## src/rtl/clock_step_ctrl_pkg.sv

```systemverilog
// -----------------------------------------------------------------------------
// clock_step_ctrl_pkg
// Shared definitions for the CPU clock-step controller: FSM state encoding
// and the default synchroniser depth for the divided-clock input.
// -----------------------------------------------------------------------------
package clock_step_ctrl_pkg;

   // Default number of synchroniser flops ahead of the edge detector.
   localparam int unsigned SYNC_STAGES_DEF = 2;

   // Width of the FSM state register.
   localparam int unsigned STATE_W = 2;

   // Run/halt/single-step controller states.
   typedef enum logic [STATE_W-1:0] {
      ST_HALT = 2'b00,
      ST_RUN  = 2'b01,
      ST_STEP = 2'b10
   } state_e;

endpackage : clock_step_ctrl_pkg

```

## src/rtl/sync_edge_det.sv

```systemverilog
// -----------------------------------------------------------------------------
// sync_edge_det
// Multi-flop synchroniser followed by a delay flop and a rising-edge detector.
// The input is treated as asynchronous data.
//
// Ports:
//   clk   in  system clock
//   res   in  synchronous active-high reset, clears all flops
//   d     in  asynchronous input level
//   q     out synchronised level (last synchroniser stage)
//   rise  out one-cycle pulse when q goes 0->1 (q & ~delayed q)
// -----------------------------------------------------------------------------
module sync_edge_det #(
   parameter int unsigned STAGES = 2
) (
   input  logic clk,
   input  logic res,
   input  logic d,
   output logic q,
   output logic rise
);

   logic [STAGES-1:0] sync;
   logic              dly;

   // Synchroniser chain plus one delay flop for edge detection.
   always_ff @(posedge clk) begin
      if (res) begin
         sync <= '0;
         dly  <= 1'b0;
      end else begin
         sync <= {sync[STAGES-2:0], d};
         dly  <= sync[STAGES-1];
      end
   end

   assign q    = sync[STAGES-1];
   assign rise = sync[STAGES-1] & ~dly;

endmodule : sync_edge_det

```

## src/rtl/clock_step_ctrl.sv

```systemverilog
// -----------------------------------------------------------------------------
// clock_step_ctrl
// Consumer side of the CPU clock divider. Synchronises the divided clock,
// turns each rising edge into a one-cycle CPU clock enable gated by a
// run/halt/single-step FSM, and measures the divided period in clk cycles.
//
// Ports:
//   clk           in  system clock
//   res           in  synchronous active-high reset
//   tick_in       in  divided clock, asynchronous, treated as data
//   bypass        in  static; 1 = every clk cycle is a tick
//   run           in  level; 1 = free-run, 0 = halt
//   step          in  level; each 0->1 requests one CPU step
//   cpu_en        out one-cycle CPU clock enable
//   running       out 1 while the FSM is in RUN
//   step_done     out one-cycle pulse with the cpu_en of a single step
//   period        out last measured tick period in clk cycles, saturating
//   period_valid  out period holds a real measurement
// -----------------------------------------------------------------------------
module clock_step_ctrl
   import clock_step_ctrl_pkg::*;
#(
   parameter int unsigned SYNC_STAGES = SYNC_STAGES_DEF,
   parameter int unsigned PERIOD_W    = 16
) (
   input  logic                clk,
   input  logic                res,
   input  logic                tick_in,
   input  logic                bypass,
   input  logic                run,
   input  logic                step,
   output logic                cpu_en,
   output logic                running,
   output logic                step_done,
   output logic [PERIOD_W-1:0] period,
   output logic                period_valid
);

   localparam logic [PERIOD_W-1:0] COUNT_MAX = '1;

   state_e              state;
   logic                tick_level_unused;
   logic                sync_rise;
   logic                rise;
   logic                step_q;
   logic                step_rise;
   logic [PERIOD_W-1:0] count;
   logic                seen;

   // Synchronise and edge-detect the divided clock.
   sync_edge_det #(
      .STAGES (SYNC_STAGES)
   ) u_tick_sync (
      .clk  (clk),
      .res  (res),
      .d    (tick_in),
      .q    (tick_level_unused),
      .rise (sync_rise)
   );

   // In bypass mode every cycle is a tick; the period counter still uses sync_rise.
   assign rise      = bypass | sync_rise;
   assign step_rise = step & ~step_q;

   // Run/halt/single-step controller with registered outputs.
   always_ff @(posedge clk) begin
      if (res) begin
         state     <= ST_HALT;
         cpu_en    <= 1'b0;
         running   <= 1'b0;
         step_done <= 1'b0;
         step_q    <= 1'b0;
      end else begin
         step_q    <= step;
         cpu_en    <= 1'b0;
         step_done <= 1'b0;
         unique case (state)
            ST_HALT: begin
               // run has priority; a coincident step request is discarded
               if (run) begin
                  state   <= ST_RUN;
                  running <= 1'b1;
               end else if (step_rise) begin
                  state <= ST_STEP;
               end
            end
            ST_RUN: begin
               // a tick in the cycle run drops is still delivered
               cpu_en <= rise;
               if (!run) begin
                  state   <= ST_HALT;
                  running <= 1'b0;
               end
            end
            ST_STEP: begin
               if (rise) begin
                  cpu_en    <= 1'b1;
                  step_done <= 1'b1;
                  state     <= ST_HALT;
               end
            end
            default: begin
               state   <= ST_HALT;
               running <= 1'b0;
            end
         endcase
      end
   end

   // Period measurement on the synchronised tick; the first edge only arms it.
   always_ff @(posedge clk) begin
      if (res) begin
         count        <= '0;
         seen         <= 1'b0;
         period       <= '0;
         period_valid <= 1'b0;
      end else if (sync_rise) begin
         count <= PERIOD_W'(1);
         if (seen) begin
            period       <= count;
            period_valid <= 1'b1;
         end else begin
            seen <= 1'b1;
         end
      end else if (count != COUNT_MAX) begin
         count <= count + PERIOD_W'(1);
      end
   end

endmodule : clock_step_ctrl

```

## config.mk

```make
export PLATFORM = sky130hd
export DESIGN_NAME = clock_step_ctrl
export DESIGN_NICKNAME = d
export VERILOG_FILES = /design/src/rtl/clock_step_ctrl_pkg.sv /design/src/rtl/sync_edge_det.sv /design/src/rtl/clock_step_ctrl.sv
export SDC_FILE = /design/constraint.sdc
export NUM_CORES = 1
export LEC_CHECK = 0
export ABC_AREA = 1
export CORE_ASPECT_RATIO = 1.25
export CORE_MARGIN = 2
export CORE_UTILIZATION = 34
export CTS_CLUSTER_SIZE = 20
export DETAILED_ROUTE_END_ITERATION = 10
export MAX_ROUTING_LAYER = met4
export PLACE_DENSITY = 0.59
export SYNTH_ARGS = -nofsm -noshare
export SYNTH_HDL_FRONTEND = slang
export SYNTH_SLANG_ARGS = --single-unit
```

## constraint.sdc

```tcl
create_clock -name clk -period 2.1 [get_ports clk]
set_clock_uncertainty 0.2 [all_clocks]
set_input_delay 0.525 -clock clk [delete_from_list [all_inputs] [get_ports clk]]
set_output_delay 0.525 -clock clk [all_outputs]
set_load 0.005 [all_outputs]
```

==> impl_metrics.env, run 1 <==
export IMPL_critPathLaunchType="flop"
export IMPL_setup_violations=0
export IMPL_cp_cell_sequence="clkdlybuf4s50_1"
export IMPL_tightest_slew_ns=0.494
export IMPL_hold_viol=0
export IMPL_final_common_cell="nand2_1"
export IMPL_netlist_instances=266
export IMPL_vias=1677
export IMPL_reg2reg_depth=9
export IMPL_cts_tree="yes"
export IMPL_grt_max_degree=19
export IMPL_period_needed_ns=1.86
export IMPL_gp_congestion=0.813
export IMPL_ys_warn_count=0
export IMPL_route_detailed_drc=0
export IMPL_area_growth_pct=23.2
export IMPL_viasPerCell=4.70
export IMPL_critPathKind="flop to output port"
export IMPL_num_nets_final=303
export IMPL_wl_per_cell_um=10.8
export IMPL_synth_nets=276
export IMPL_grt_pass1_wl_mm=6.73
export IMPL_cts_num_sinks=43
export IMPL_synth_cell_types=23
export IMPL_synth_edff_count=0
export IMPL_slowest_delay_ns=0.50
export IMPL_dp_hpwl_mm=2.84
export IMPL_arrival_ns=1.13
export IMPL_root_buffer="clkbuf_8"
export IMPL_synth_seq_area_share_pct=45.4
export IMPL_peakVddDrop_v=0.000236
export IMPL_hold_slack_ns=0.206
export IMPL_start_util_pct=35.1
export IMPL_end_kind="output port"
export IMPL_fill_cells=579
export IMPL_clock_fmax_mhz=538
export IMPL_cts_buffer_depth=2
export IMPL_post_cts_buffers=0
export IMPL_drt_iter0_markers=80
export IMPL_fin_total_pwr_mw=1.59
export IMPL_slew_violations=0
export IMPL_power_density_nw_per_um2=680
export IMPL_firstDrtPassIters=4
export IMPL_netlist_area_leader_share_pct=45.4
export IMPL_status="completed"
export IMPL_min_to="u_tick_sync.sync[1]$_SDFF_PP0_"
export IMPL_num_antenna_cells=0
export IMPL_slew_headroom_pct=67.0
export IMPL_dieArea_um2=6200
export IMPL_synth_flop_cell="dfxtp_1"
export IMPL_power_leakage_nw=0.858
export IMPL_whs_path_depth=2
export IMPL_clk_latency_ns=0.29
export IMPL_synth_area_leaders="dfxtp_1 (45%), nand2_1 (13%), nand3_1 (7.9%)"
export IMPL_maxCapViolCount=0
export IMPL_antenna_left=0
export IMPL_io_buffers=25
export IMPL_worstHoldStart="u_tick_sync.sync[0]$_SDFF_PP0_"
export IMPL_gr_total_overflow=0
export IMPL_drt_wl_total_mm=3.85
export IMPL_fin_crit_sh_pct=88.5
export IMPL_h_tree_depth=2
export IMPL_drive_gt1_share_pct=8.87
export IMPL_rows=30
export IMPL_core_um2=5410
export IMPL_rsz0062_at_grt="no"
export IMPL_avgSynthCellArea_um2=7.13
export IMPL_r2r_end="count[13]$_SDFFE_PP0P_"
export IMPL_grt_pass1_vias=1527
export IMPL_cts_hold_repair_buffers=0
export IMPL_die_x_um=70.8
export IMPL_ios=26
export IMPL_tns_ns=0
export IMPL_most_common_layout_cells="nand2_1 (65), dfxtp_1 (43), nand3_1 (30)"
export IMPL_dieHeight_um=87.5
export IMPL_crit_slowest_cell="clkdlybuf4s50_1"
export IMPL_clk_pin_slew_ns=0.08
export IMPL_synth_top_area_cell="dfxtp_1"
export IMPL_synth_area_um2=1900
export IMPL_cts_resized=0
export IMPL_crit_path_max_fanout=2
export IMPL_ys_ff_latch=43
export IMPL_grt_total_usage_pct=14.0
export IMPL_worstHoldPathType="flop to flop"
export IMPL_crit_family="buffers and inverters"
export IMPL_crit_required_ns=1.37
export IMPL_synthArstFlopShare_pct=0
export IMPL_antenna_found_initial=0
export IMPL_path_buf_inv=1
export IMPL_cts_buffers=5
export IMPL_reg2reg_from="count[0]$_SDFFE_PP0P_"
export IMPL_r2r_slack_ns=0.32
-- state kept, by name, indices dropped and copies added, names as in the netlist --
register	flops
seen	1
period	16
state	2
cpu_en	1
running	1
u_tick_sync.dly	1
period_valid	1
step_q	1
step_done	1
count	16
u_tick_sync.sync	2
-- metal layers --
metal / part of all wire [%] / GRT usage [%] / up-vias / wire length (um)
met5: 0 / - / - / 0
met4: 2.1 / 6.69 / 0 / 82
met3: 3.0 / 2.89 / 6 / 115
met2: 49 / 24.0 / 22 / 1890
met1: 46 / 15.5 / 748 / 1760
li1: - / - / 901 / -
-- cell usage after synthesis, drive strengths merged, types with 2 or more instances --
master	number
nor2	34
ha	4
or2	2
nand3	30
o21ai	6
clkbuf	5
buf	4
nand4	5
inv	32
dfxtp	43
a21oi	22
a31oi	7
nand2	70
-- area by class of cell --
class	instances	area (um2)	area share (%)
tap	64	80.1	3.43
sequential	43	861	36.8
inverter	32	120	5.14
clock inverter	1	30.0	1.28
clock buffer	6	72.6	3.10
multi-input combinational	182	868	37.2
timing repair buffer	29	305	13.1
-- cell families after synthesis --
kind of cell	count (synthesis)	share of synthesized area, %
buffers and inverters	41	8.84
AOI/OAI and AO/OA	35	9.70
DFF	43	45.4
adders and majority gates	4	2.64
and+or+nand+nor	143	33.4
-- power by group --
group	total [mW]	internal, mW	switching [mW]
combinational	0.119	0.0553	0.0640
clock	0.619	0.349	0.271
sequential	0.851	0.834	0.0168
total	1.59	1.24	0.351
-- worst max path at each step --
stage | from | cells after the start | end
6_report | period[8]$_SDFFE_PP0P_ | 1 | period[8]
3_5_place_dp | res | 4 | count[7]$_SDFFE_PP0P_
4_1_cts | period[8]$_SDFFE_PP0P_ | 1 | period[8]
2_1_floorplan | count[0]$_SDFFE_PP0P_ | 9 | count[1]$_SDFFE_PP0P_
3_3_place_gp | res | 4 | count[3]$_SDFFE_PP0P_
5_1_grt | count[0]$_SDFFE_PP0P_ | 9 | count[15]$_SDFFE_PP0P_
-- per-stage QoR --
step                      cell area [um2]  setup WS, ns  util [%]  instances
after CTS                            2340         0.212      43.2        357
after global placement               2230         0.179      41.3        350
after global routing                 2340         0.161      43.2        357
after detailed placement             2230         0.157      41.3        350
final                                2340         0.241      43.2        357
after floorplan                      1900         0.485         -        266
(Power assumes the default switching activity.)
==> run 2: changes to the inputs <==
Settings changed: CORE_UTILIZATION 34 to 50, PLACE_DENSITY 0.59 to 0.79.
==> run 2 against run 1 <==
Against the previous run: final area down 3.3%; sequential share of layout area up 1.2 points; flip-flop and latch count unchanged; combinational power down 5%; via count up 1.3%; maximum frequency up 0.22%; worst setup slack better by 0.0040 ns; final cell count down 6.4%.
==> impl_metrics.env, run 2 (synthesis results as in run 1) <==
export IMPL_cts_buffers=5
export IMPL_cp_cell_sequence="clkdlybuf4s50_1"
export IMPL_viasPerCell=5.09
export IMPL_ios=26
export IMPL_cts_hold_repair_buffers=0
export IMPL_num_nets_final=303
export IMPL_crit_path_max_fanout=2
export IMPL_grt_pass1_wl_mm=6.14
export IMPL_crit_slowest_cell="clkdlybuf4s50_1"
export IMPL_start_util_pct=51.0
export IMPL_power_density_nw_per_um2=642
export IMPL_worstHoldPathType="flop to flop"
export IMPL_dp_hpwl_mm=2.62
export IMPL_cts_num_sinks=43
export IMPL_reg2reg_depth=9
export IMPL_area_growth_pct=19.2
export IMPL_drt_iter0_markers=45
export IMPL_firstDrtPassIters=4
export IMPL_r2r_end="count[13]$_SDFFE_PP0P_"
export IMPL_status="completed"
export IMPL_stdcell_count=334
export IMPL_drive_gt1_share_pct=8.84
export IMPL_drt_wl_total_mm=3.52
export IMPL_slew_headroom_pct=79.0
export IMPL_gp_congestion=0.900
export IMPL_critPathKind="flop to output port"
export IMPL_h_tree_depth=2
export IMPL_worstHoldStart="u_tick_sync.sync[0]$_SDFF_PP0_"
export IMPL_grt_total_usage_pct=19.0
export IMPL_rsz0062_at_grt="no"
export IMPL_grt_max_degree=26
export IMPL_die_x_um=59.1
export IMPL_peakVddDrop_v=0.000388
export IMPL_vias=1699
export IMPL_num_antenna_cells=0
export IMPL_antenna_found_initial=0
export IMPL_clk_latency_ns=0.29
export IMPL_slew_violations=0
export IMPL_maxCapViolCount=0
export IMPL_min_to="u_tick_sync.sync[1]$_SDFF_PP0_"
export IMPL_route_detailed_drc=0
export IMPL_most_common_layout_cells="nand2_1 (65), dfxtp_1 (43), nand3_1 (30)"
export IMPL_clock_fmax_mhz=539
export IMPL_hold_viol=0
export IMPL_cts_tree="yes"
export IMPL_io_buffers=25
export IMPL_root_buffer="clkbuf_8"
export IMPL_crit_family="buffers and inverters"
export IMPL_dieArea_um2=4310
export IMPL_wl_per_cell_um=10.5
export IMPL_setup_violations=0
export IMPL_arrival_ns=1.13
export IMPL_antenna_left=0
export IMPL_crit_required_ns=1.37
export IMPL_grt_pass1_vias=1489
export IMPL_tightest_slew_ns=0.313
export IMPL_tns_ns=0
export IMPL_gr_total_overflow=0
export IMPL_slowest_delay_ns=0.50
export IMPL_whs_path_depth=2
export IMPL_path_buf_inv=1
export IMPL_final_common_cell="nand2_1"
export IMPL_reg2reg_from="count[0]$_SDFFE_PP0P_"
export IMPL_critPathLaunchType="flop"
export IMPL_clk_pin_slew_ns=0.07
export IMPL_core_um2=3720
export IMPL_placedCellCount=326
export IMPL_post_cts_buffers=0
export IMPL_power_leakage_nw=0.842
export IMPL_rows=25
export IMPL_cts_resized=0
export IMPL_dieHeight_um=72.9
export IMPL_fill_cells=333
export IMPL_period_needed_ns=1.85
export IMPL_r2r_slack_ns=0.34
export IMPL_end_kind="output port"
export IMPL_top_regs="count x16, period x16"
export IMPL_fin_crit_sh_pct=88.3
export IMPL_cts_buffer_depth=2
==> run 2: layout make-up <==
cell class                 count  area [um2]  area share (%)
sequential                    43         861            38.1
tap                           40        50.0            2.21
clock inverter                 1        5.00           0.221
inverter                      32         120            5.31
clock buffer                   7        76.3            3.38
multi-input combinational    182         868            38.4
timing repair buffer          29         280            12.4
==> run 2: worst max path at each step <==
stage,from,endpoint,slack (ns),cells past startpoint
finish,period[8]$_SDFFE_PP0P_,period[8],0.25,1
global route,period[8]$_SDFFE_PP0P_,period[8],0.20,1
CTS,period[8]$_SDFFE_PP0P_,period[8],0.23,1
detailed placement,run,state[1]$_SDFFE_PP0P_,0.22,6
global placement,res,count[3]$_SDFFE_PP0P_,0.26,4
floorplan,count[0]$_SDFFE_PP0P_,count[1]$_SDFFE_PP0P_,0.48,9
==> run 2: worst reg2reg max path: stages, from the launching register on <==
cell and delay (ns):
dfxtp_1 0.43, ha_1 0.31, inv_2 0.06, nor2_2 0.12, nand2_2 0.10, nor2_4 0.15
inv_2 0.12, nand3_1 0.11, nand2_1 0.06, inv_1 0.05
==> run 2: routing by layer <==
metal | wire length [um] | vias to the layer above | track usage, %
met5 | 0 | - | -
met4 | 34 | 0 | 7.07
met3 | 98 | 4 | 4.79
met2 | 1800 | 23 | 31.6
met1 | 1590 | 766 | 21.7
li1 | - | 906 | -
==> run 2: metrics by stage <==
stage | setup WS, ns | util (%) | total power, mW | cell area [um2] | hold slack (ns)
3_3_place_gp | 0.258 | 58.6 | 0.980 | 2180 | 0.195
6_report | 0.245 | 60.7 | 1.45 | 2260 | 0.205
2_1_floorplan | 0.485 | - | 0.943 | 1900 | 0.188
3_5_place_dp | 0.215 | 58.6 | 0.985 | 2180 | 0.195
4_1_cts | 0.230 | 60.7 | 1.47 | 2260 | 0.205
5_1_grt | 0.196 | 60.7 | 1.52 | 2260 | 0.242
==> run 2: report_power, final <==
group	internal, mW	switching (mW)
clock	0.233	0.253
sequential	0.835	0.0164
combinational	0.0505	0.0630
==> run 3: changes to the inputs <==
Settings changed: GPL_TIMING_DRIVEN set to 0, REMOVE_ABC_BUFFERS set to 1.
==> run 3 against run 2 <==
Against the previous run: first-iteration DRC count increased by 96%; clock-buffer cell count down 1; critical path depth is 3 higher; global-route usage grew 1.7 points; worst setup slack lost 0.080 ns; clock power increased by 55%; die area unchanged; register-to-register slack worse by 0.02 ns; sequential share of layout area shrank 0.42 points; via count grew 0.18%; critical endpoint is now count[6]$_SDFFE_PP0P_; largest cell class unchanged.
==> impl_metrics.env, run 3 (synthesis results as in run 1) <==
export IMPL_final_area_um2=2290
export IMPL_fill_cells=330
export IMPL_multi_input_area_um2=873
export IMPL_io_buffers=25
export IMPL_dp_hpwl_mm=2.75
export IMPL_most_common_layout_cells="nand2_1 (65), dfxtp_1 (43), nand3_1 (30)"
export IMPL_cts_tree="yes"
export IMPL_r2r_slack_ns=0.32
export IMPL_reg2reg_from="count[1]$_SDFFE_PP0P_"
export IMPL_placed_cell_area_um2=2150
export IMPL_wl_per_cell_um=11.8
export IMPL_root_buffer="clkbuf_8"
export IMPL_cp_cell_sequence="dlygate4sd2_1 -> nor2_4 -> inv_1 -> a31oi_1"
export IMPL_clock_fmax_mhz=517
export IMPL_fin_total_pwr_mw=1.71
export IMPL_period_needed_ns=1.94
export IMPL_final_common_cell="nand2_1"
export IMPL_num_nets_final=299
export IMPL_peakVddDrop_v=0.000349
export IMPL_clk_pin_slew_ns=0.08
export IMPL_maxCapViolCount=0
export IMPL_crit_slowest_cell="dlygate4sd2_1"
export IMPL_dieArea_um2=4310
export IMPL_top_regs="count x16, period x16"
export IMPL_vias=1702
export IMPL_grt_max_degree=28
export IMPL_ios=26
export IMPL_cts_num_sinks=43
export IMPL_slew_headroom_pct=33.0
export IMPL_power_leakage_nw=0.847
export IMPL_slew_violations=0
export IMPL_cts_buffer_depth=2
export IMPL_r2r_end="count[15]$_SDFFE_PP0P_"
export IMPL_antenna_found_initial=0
export IMPL_power_density_nw_per_um2=749
export IMPL_crit_required_ns=2.07
export IMPL_slowest_delay_ns=0.86
export IMPL_worstHoldPathType="flop to flop"
export IMPL_drt_wl_total_mm=3.89
export IMPL_num_antenna_cells=0
export IMPL_crit_path_max_fanout=27
export IMPL_rows=25
export IMPL_seq_area_um2=861
export IMPL_setup_violations=0
export IMPL_core_um2=3720
export IMPL_gr_total_overflow=0
export IMPL_critPathKind="input pin to flop"
export IMPL_tns_ns=0
export IMPL_startpoint="res"
export IMPL_die_x_um=59.1
export IMPL_grt_pass1_vias=1565
export IMPL_tightest_slew_ns=1.01
export IMPL_drive_gt1_share_pct=7.93
export IMPL_cts_hold_repair_buffers=0
export IMPL_firstDrtPassIters=4
export IMPL_fin_crit_sh_pct=92.1
export IMPL_clk_latency_ns=0.30
export IMPL_status="completed"
export IMPL_cp_endpoint="count[6]$_SDFFE_PP0P_"
export IMPL_hold_viol=0
export IMPL_grt_pass1_wl_mm=6.70
export IMPL_reg2reg_depth=9
export IMPL_place_ws_ns=-0.461
export IMPL_gp_congestion=0.830
export IMPL_cts_buffers=5
export IMPL_drt_iter0_markers=88
export IMPL_critPathLaunchType="input pin"
export IMPL_dieHeight_um=72.9
export IMPL_setup_ws_ns=0.165
export IMPL_area_growth_pct=20.5
export IMPL_h_tree_depth=2
export IMPL_route_detailed_drc=0
export IMPL_end_kind="flop"
export IMPL_viasPerCell=5.16
export IMPL_rsz0062_at_grt="no"
export IMPL_grt_total_usage_pct=20.7
export IMPL_start_util_pct=51.0
export IMPL_hold_slack_ns=0.213
export IMPL_antenna_left=0
export IMPL_arrival_ns=1.91
run 3: cell count changes in the layout (fill, tap and decap cells not counted):
cell and delta:
buf_4 -4, bufinv_16 +2, clkbuf_1 -1, clkdlybuf4s50_1 -1
clkinv_2 -1, dlygate4sd2_1 +1, nor2_2 -1, nor2_4 +1
run 3: repair_timing:
action | CTS | global route
gates resized for setup | 1 | 1
setup endpoints to repair | 8 | 19
setup buffers | 0 | 0
endpoints found under the hold margin | 0 | 0
run 3: how the worst min path moves through the flow:
stage / from / end / slack, ns / depth (start not counted)
2_1_floorplan: u_tick_sync.sync[0]$_SDFF_PP0_ / u_tick_sync.sync[1]$_SDFF_PP0_ / 0.19 / 2
3_3_place_gp: u_tick_sync.sync[0]$_SDFF_PP0_ / u_tick_sync.sync[1]$_SDFF_PP0_ / 0.19 / 2
3_5_place_dp: u_tick_sync.sync[0]$_SDFF_PP0_ / u_tick_sync.sync[1]$_SDFF_PP0_ / 0.20 / 2
4_1_cts: u_tick_sync.sync[0]$_SDFF_PP0_ / u_tick_sync.sync[1]$_SDFF_PP0_ / 0.21 / 2
5_1_grt: u_tick_sync.sync[0]$_SDFF_PP0_ / u_tick_sync.sync[1]$_SDFF_PP0_ / 0.26 / 2
6_report: u_tick_sync.sync[0]$_SDFF_PP0_ / u_tick_sync.sync[1]$_SDFF_PP0_ / 0.21 / 2
run 3: through the flow:
step                utilization [%]  instances
global placement               57.7        322
detailed placement             57.7        322
CTS                            61.3        330
global route                   61.4        330
floorplan                         -        257
finish                         61.4        330
run 3: where the power goes:
part	internal, mW	switching (mW)	total, mW
sequential	0.834	0.0198	0.854
clock	0.475	0.276	0.751
combinational	0.0461	0.0619	0.108
total	1.36	0.357	1.71
run 3: cell type report:
class                   count  share of cell area [%]
multi-input cells         182                    38.2
flip-flops and latches     43                    37.7
repair buffers             25                    10.9
inverters                  32                    5.25
clock buffers               6                    3.17
clock inverters             2                    2.63
well taps                  40                    2.19
run 3: critical path, delay by kind of cell:
| kind | cells | cell delay, ns |
|---|---|---|
| buffers and inverters | 2 | 1.14 |
| AND/OR/NAND/NOR | 1 | 0.15 |
| AO/OA/AOI/OAI | 1 | 0.08 |
run 3: metal layers:
metal  global-route usage [%]  up-vias  share of wire (%)
met4                     6.82        0                1.3
met3                     5.50        7                3.7
met2                     33.6       31                 49
met5                        -        -                  0
li1                         -      892                  -
met1                     24.6      772                 46
